<file path="config.mk">
export PLATFORM = sky130hd
export DESIGN_NAME = trivium_stream
export DESIGN_NICKNAME = d
export VERILOG_FILES = /design/src/rtl/trivium_stream.sv
export SDC_FILE = /design/constraint.sdc
export NUM_CORES = 1
export LEC_CHECK = 0
export CAP_MARGIN = 20
export CORE_AREA = 2 2 233 235
export DETAILED_ROUTE_END_ITERATION = 8
export DIE_AREA = 0 0 235 237
export HOLD_SLACK_MARGIN = 0.03
export PLACE_DENSITY = 0.5
export SETUP_SLACK_MARGIN = 0.4
export SLEW_MARGIN = 0
export SYNTH_ARGS = -nofsm -noshare
export SYNTH_HDL_FRONTEND = slang
export SYNTH_SLANG_ARGS = --single-unit
</file>
<file path="constraint.sdc">
create_clock -name clk -period 10.84 [get_ports clk]
set_clock_uncertainty 0.15 [all_clocks]
set_input_delay 2.168 -clock clk [delete_from_list [all_inputs] [get_ports clk]]
set_output_delay 2.168 -clock clk [all_outputs]
set_load 0.02 [all_outputs]
</file>
<file path="src/rtl/trivium_stream.sv">
// Trivium keystream generator: 1152-round warm-up, then UNROLL rounds per cycle packed LSB-first into
// W-bit words and buffered in a show-ahead FIFO. Define TRIVIUM_WORD_COUNT_EN to add the word_count output.
module trivium_stream #(
   parameter int W      = 8,
   parameter int UNROLL = 8,
   parameter int DEPTH  = 4
) (
   input  logic                   clk,
   input  logic                   rst,
   input  logic [79:0]            key,
   input  logic [79:0]            iv,
   input  logic                   load,
   output logic                   busy,
   output logic [W-1:0]           ks_data,
   output logic                   ks_valid,
   input  logic                   ks_ready,
   output logic [$clog2(DEPTH):0] level
`ifdef TRIVIUM_WORD_COUNT_EN
   ,
   output logic [31:0]            word_count
`endif
);

   localparam int WARM_CYCLES = 1152 / UNROLL;
   localparam int WC_W        = $clog2(WARM_CYCLES);
   localparam int PACK_N      = W / UNROLL;
   localparam int PC_W        = (PACK_N > 1) ? $clog2(PACK_N) : 1;
   localparam int AW          = $clog2(DEPTH);
   localparam int LW          = AW + 1;

   localparam logic [WC_W-1:0] WARM_LAST = WC_W'(WARM_CYCLES - 1);
   localparam logic [PC_W-1:0] PACK_LAST = PC_W'(PACK_N - 1);

   typedef enum logic [1:0] {
      IDLE,
      WARMUP,
      RUN
   } state_t;

   state_t            state, state_d;
   logic [287:0]      s, s_next, st, s_init;
   logic [UNROLL-1:0] z_vec;
   logic              t1, t2, t3;
   logic [WC_W-1:0]   warm_cnt;
   logic [W-1:0]      pack, pack_d;
   logic [PC_W-1:0]   pack_cnt;
   logic              advance, push, pop, full;

   logic [W-1:0]      mem [DEPTH];
   logic [AW-1:0]     wr_ptr, rd_ptr;
   logic [LW-1:0]     count;

   // s[i-1] holds Trivium state bit s(i)
   assign s_init = {3'b111, 112'b0, iv, 13'b0, key};

   always_comb begin
      // NOTE: blocking assignments here chain the UNROLL rounds through one combinational cone.
      st    = s;
      z_vec = '0;
      t1    = 1'b0;
      t2    = 1'b0;
      t3    = 1'b0;
      for (int r = 0; r < UNROLL; r++) begin
         t1       = st[65] ^ st[92];
         t2       = st[161] ^ st[176];
         t3       = st[242] ^ st[287];
         z_vec[r] = t1 ^ t2 ^ t3;
         t1       = t1 ^ (st[90] & st[91]) ^ st[170];
         t2       = t2 ^ (st[174] & st[175]) ^ st[263];
         t3       = t3 ^ (st[285] & st[286]) ^ st[68];
         st       = {st[286:177], t2, st[175:93], t1, st[91:0], t3};
      end
      s_next = st;
   end

   assign pop    = ks_valid & ks_ready;
   assign full   = (count == LW'(DEPTH));
   assign pack_d = pack | (W'(z_vec) << (pack_cnt * UNROLL));

   always_ff @(posedge clk or posedge rst) begin
      if (rst) state <= IDLE;
      else     state <= state_d;
   end

   always_comb begin
      state_d = state;
      advance = 1'b0;
      unique case (state)
         IDLE: ;
         WARMUP: begin
            advance = 1'b1;
            if (warm_cnt == WARM_LAST) state_d = RUN;
         end
         RUN:     advance = !full || pop;
         default: state_d = IDLE;
      endcase
      if (load) state_d = WARMUP;
   end

   assign push = (state == RUN) && advance && (pack_cnt == PACK_LAST);

   always_ff @(posedge clk or posedge rst) begin
      if (rst) begin
         s        <= '0;
         warm_cnt <= '0;
         pack     <= '0;
         pack_cnt <= '0;
      end else if (load) begin
         s        <= s_init;
         warm_cnt <= '0;
         pack     <= '0;
         pack_cnt <= '0;
      end else begin
         if (advance) s <= s_next;
         if (state == WARMUP)
            warm_cnt <= (warm_cnt == WARM_LAST) ? '0 : warm_cnt + WC_W'(1);
         if (state == RUN && advance) begin
            // pack is cleared on push so the next word can be OR-assembled
            pack     <= push ? '0 : pack_d;
            pack_cnt <= (pack_cnt == PACK_LAST) ? '0 : pack_cnt + PC_W'(1);
         end
      end
   end

   always_ff @(posedge clk or posedge rst) begin
      if (rst) begin
         wr_ptr <= '0;
         rd_ptr <= '0;
         count  <= '0;
      end else if (load) begin
         wr_ptr <= '0;
         rd_ptr <= '0;
         count  <= '0;
      end else begin
         if (push) wr_ptr <= wr_ptr + AW'(1);
         if (pop)  rd_ptr <= rd_ptr + AW'(1);
         unique case ({push, pop})
            2'b10:   count <= count + LW'(1);
            2'b01:   count <= count - LW'(1);
            default: ;
         endcase
      end
   end

   // NOTE: FIFO storage has no reset; count gates every read so stale words are never visible.
   always_ff @(posedge clk) begin
      if (push) mem[wr_ptr] <= pack_d;
   end

   assign ks_valid = (count != '0);
   assign ks_data  = ks_valid ? mem[rd_ptr] : '0;
   assign level    = count;
   assign busy     = (state == WARMUP);

`ifdef TRIVIUM_WORD_COUNT_EN
   always_ff @(posedge clk or posedge rst) begin
      if (rst)                                word_count <= '0;
      else if (load)                          word_count <= pop ? 32'd1 : 32'd0;
      else if (pop && word_count != '1)       word_count <= word_count + 32'd1;
   end
`endif

endmodule

</file>
# Word-level counts from Yosys, hierarchy flattened
# Memories as Yosys holds them, arrays and structs flattened.
# Index checks and enable logic that the tools add are counted.
# Widths: inputs -> output; s select.
# word_totals
regBits,314
ram_bits,32
inputBits,164
elab_cells,177
memories,1
# op_classes
addsub,6
n_eq_ne,8
shifts,1
n_mux,24
n_bitwise,115
reduce_logical,14
# mem_list
memory,depth,width,rd,rd_ports_with_merged_regs,write_ports,line,rtl
mem,4,8,1,0,1,49,logic [W-1:0] mem [DEPTH];
# ops
cell,n
$mux 288,2
$xor 1x1->1,88
$mux 8,7
$and 1x1->1,25
$mux 2,6
$reduce_bool 2->1,5
$add 8x1->8 const B,1
$eq 8x8->1 const B,1
$or 8x8->8,1
$shl 8x4->8,1
$pmux 3 s2,1
$reduce_bool 3->1,2
$mux 1,5
$add 2x1->2 const B,2
$eq 2x1->1 const B,2
$eq 2x2->1 const B,2
$pmux 2 s2,1
$add 3x1->3 const B,1
$eq 3x3->1 const B,1
$mux 3,1
$ne 3x2->1 const B,1
$sub 3x1->3 const B,1
$logic_and 1x1->1,2
$logic_not 2->1,1
other kinds (8),8

# Longest topological paths before layout
# depth
word_depth,9
depth_mapped,10
ltp_nobuf,8

# Least setup slack after synthesis
# Ideal clock, no wire load.
# synth_path
path_kind,reg2out
from,reg count[0] (netlist: level[0])
to,out ks_data[0]
arrival_ns,1.443
path_slack_ns,7.079
path_stages_with_launch,4
n_path_buf,1
cell_sequence,dfrtp_1 > or3_1 > clkbuf_1 > and2_1
# synth_between
elab_chain_cells,2
# synth_rtl
element,line,rtl
start: declaration,51,logic [LW-1:0] count;
start signal: assignment,138,2'b10: count <= count + LW'(1);
start signal: assignment,139,2'b01: count <= count - LW'(1);
$reduce_bool 3->1,150,assign ks_valid = (count != '0);
net ks_valid,15,"output logic ks_valid,"
$mux 8,151,assign ks_data = ks_valid ? mem[rd_ptr] : '0;
end: declaration,14,"output logic [W-1:0] ks_data,"
# The timed path passes the listed nets, and every way through them passes these cells.

# Final worst setup path
# layout_path
from,in ks_ready
to,reg s[67]
# layout_between
elab_chain_cells,4
# layout_rtl
element,line,rtl
start: declaration,16,"input logic ks_ready,"
$and 1x1->1,76,assign pop = ks_valid & ks_ready;
$logic_or 1x1->1,94,RUN: advance = !full || pop;
$pmux 1 s2,88,unique case (state)
$reduce_bool 2->1 (no line),n/a,
end signal: assignment,109,s <= s_init;
end signal: assignment,114,if (advance) s <= s_next;
end: declaration,41,"logic [287:0] s, s_next, st, s_init;"
# No other way between the ends.
# A chain may end at the register's enable or synchronous reset.

==> results.py <==
metrics = {
    "floorplanning": {
        "fp.dieW_um": 235,
        "num_rows": 85,
        "dieArea_mm2": 0.0557,
        "fp.coreArea_mm2": 0.0533,
        "boundaryPins": 177,
        "start_util": 0.296,
        "die_height_um": 237,
    },
    "synthesis": {
        "ys_types": 44,
        "async_reset_ff_frac": 0.907,
        "syn_inst": 1542,
        "synth_top_family_by_area": "simple AND/OR/NAND/NOR gates",
        "synth_top_area_share": 0.497,
        "synth-edff-count": 32,
        "yosys-top-cells-area": "dfrtp_1, nand2_1, mux2i_1",
        "synth_area_leader_cell": "dfrtp_1",
        "avgSynthCellArea_um2": 10.2,
        "syn_nets": 1714,
        "yosysSeqAreaShare": 0.558,
        "yosys.area_share.simple": 0.137,
        "synth_flop_cell": "dfrtp_1",
        "yosys.area_share.xor_xnor": 0.0528,
        "synth_mux_area_frac": 0.106,
        "yosys_register_bits": 345,
        "synth_adder_area_share": 0.00683,
        "synth_area_mm2": 0.0158,
        "synth_warnings": 0,
        "synth-compound-area-share": 0.103,
    },
    "global_route": {
        "grt-ovfl-total": 0,
        "grtUsageTotal": 0.141,
        "grt_pass1_vias": 11200,
        "grt_pass1_wl_mm": 63.0,
        "antenna_found_initial": 0,
        "grt_max_degree": 243,
    },
    "critical_path": {
        "worstRegToRegCells": 7,
        "reg2reg_to": "s[67]$_DFFE_PP0P_",
        "criticalPathCategory": "in2reg",
        "reg2reg_from": "state[0]$_DFFE_PP0P_",
        "cp-start-kind": "input pin",
        "cp.required_ns": 11.04,
        "crit_path_max_fanout": 59,
        "setup.worst_path.end_class": "register",
        "ff2ff_setup_slack_ns": 7.18,
        "cp.arrival_ns": 5.20,
    },
    "worst_hold_path": {
        "hold_path.startpoint": "pack[3]$_DFFE_PP0P_",
        "hold-path-cell-count": 1,
        "hold_path_end": "pack[3]$_DFFE_PP0P_",
        "hp-class": "reg2reg",
    },
    "clock_network": {
        "cts_num_sinks": 345,
        "worstSkewPairLatency_ns": 0.53,
        "cts-htree-levels": 2,
        "cts_max_path_buffers": 3,
        "cts_hold_buf": 0,
        "cts_setup_buffers": 0,
        "cts_tree": "done",
        "cts.clk_slew.worst_paths_ns": 0.06,
        "root_buffer": "clkbuf_16",
        "cts_resized": 0,
        "numCtsBuffers": 38,
    },
    "detailed_routing": {
        "drt_iter0_markers": 804,
        "ant_nets": 0,
        "dr.pass1.iters": 5,
        "num_vias": 11100,
        "drc": 0,
        "wl_per_cell_um": 16.5,
        "wirelength_mm": 39.4,
        "via_per_inst": 4.64,
    },
    "placed_design": {
        "dp_hpwl_mm": 26.2,
        "port_buffers": 176,
        "pre_cts_slack_ns": 5.29,
        "gp_congestion": 0.790,
    },
    "pwr": {
        "p_per_area_mw_per_mm2": 164,
        "ir_drop_uv": 111,
        "pwr-share-comb": 0.140,
        "seqPwrFrac": 0.468,
        "leakagePower_uw": 0.00796,
        "p_int_uw": 2300,
        "power_switching_uw": 839,
        "clkPwrFrac": 0.392,
        "switching_share": 0.267,
    },
    "sta": {
        "tns_ns": 0,
        "drv_slew": 0,
        "finalCriticalPeriod_ns": 5.00,
        "min_period_over_period": 0.461,
        "rsz0062_at_grt": "no",
        "relSlewSlack": 0.179,
        "timing.final.ws_setup_ns": 5.84,
        "worst_pin_slew_ns": 1.23,
        "setup_violations": 0,
        "clock.fmax_mhz": 200,
        "final-hold-violation-count": 0,
    },
    "finish": {
        "final_common_cell": "nand2_1",
        "final_net_count": 1835,
        "drive_gt1_frac": 0.0473,
        "diodes": 0,
        "final_cell_mix": "nand2_1, dfrtp_1, clkdlybuf4s50_1",
        "area_delta_synth_final_pct": 21.6,
    },
    "flow_run": {
        "drv_cap": 0,
    },
    "status": {
        "status": "finished clean",
    },
}
==> per-stage QoR <==
stage	cell area [µm²]	utilization	total power, µW	cells	hold WS, ns
finish	19200	0.359	3140	2388	0.325
global route	19200	0.359	3290	2388	0.338
CTS	19200	0.359	3180	2388	0.329
detailed placement	18000	0.337	1940	2319	0.312
global placement	18000	0.337	1930	2319	0.309
floorplan	15800	-	1760	1542	0.294
==> worst max path at each step <==
| stage | startpoint | to |
|---|---|---|
| after floorplan | rst | level[0]$_DFFE_PP0P_ |
| after global placement | ks_ready | s[22]$_DFFE_PP0P_ |
| final | ks_ready | s[67]$_DFFE_PP0P_ |
| after CTS | ks_ready | s[67]$_DFFE_PP0P_ |
| after detailed placement | ks_ready | s[24]$_DFFE_PP0P_ |
| after global routing | ks_ready | s[67]$_DFFE_PP0P_ |
==> registers in the layout (all words and copies together), names as in the netlist <==
| name | count |
|---|---|
| s | 288 |
| level | 3 |
| warm_cnt | 8 |
| state | 2 |
| rd_ptr | 2 |
| wr_ptr | 2 |
| mem | 32 |
| pack | 8 |
==> cell usage after synthesis, types with 6 or more instances <==
cell      number
nand2_1      432
dfrtp_1      313
mux2i_1      147
a21oi_1      122
o21ai_1       74
o21ai_0       73
xnor2_1       68
clkbuf_1      55
edfxtp_1      32
xor2_1        27
buf_2         23
nor2_1        21
and2_1        20
nand3b_1      19
buf_4         16
o211ai_1      16
nand2b_1      10
a211oi_1       9
buf_6          8
mux4_2         8
ha_1           7
nand3_1        7
inv_1          6
==> metal layers <==
layer	track usage	part of all wire
met3	0.0224	0.047
met5	0	0
met2	0.219	0.46
met4	0.0355	0.017
met1	0.204	0.48
==> worst max-delay path, stage by stage <==
cell,delay (ns)
clkdlybuf4s50_1,0.55
nor2b_2,0.28
a211o_4,0.41
buf_4,0.55
buf_4,0.80
mux2i_1,0.25
o21ai_0,0.10
==> cell families (layout without fill, tap and decap cells) <==
family | after synthesis | count (layout)
XOR/XNOR | 95 | 95
adder cells (fa/ha/maj) | 8 | 8
multiplexers | 157 | 157
AND/OR/NAND/NOR | 522 | 522
buffers and inverters | 110 | 260
flip-flops | 345 | 345
AO/OA/AOI/OAI | 305 | 305
==> power by group through the flow <==
| stage | clock network, µW | registers, µW | logic [µW] |
|---|---|---|---|
| after floorplan | 0 | 1470 | 297 |
| after detailed placement | 0 | 1490 | 446 |
| final | 1230 | 1470 | 438 |
| after global placement | 0 | 1490 | 440 |
| after CTS | 1270 | 1470 | 447 |
| after global routing | 1320 | 1480 | 487 |
==> final cells by class <==
type	count	area [µm²]
fillers	5324	34100
flip-flops and latches	345	8790
multi-input cells	1087	6420
repair buffers	185	1870
clock buffers	55	1110
well taps	696	871
clock inverters	14	67.6
inverters	6	26.3
Note: power is estimated with default switching activity, not from simulation.
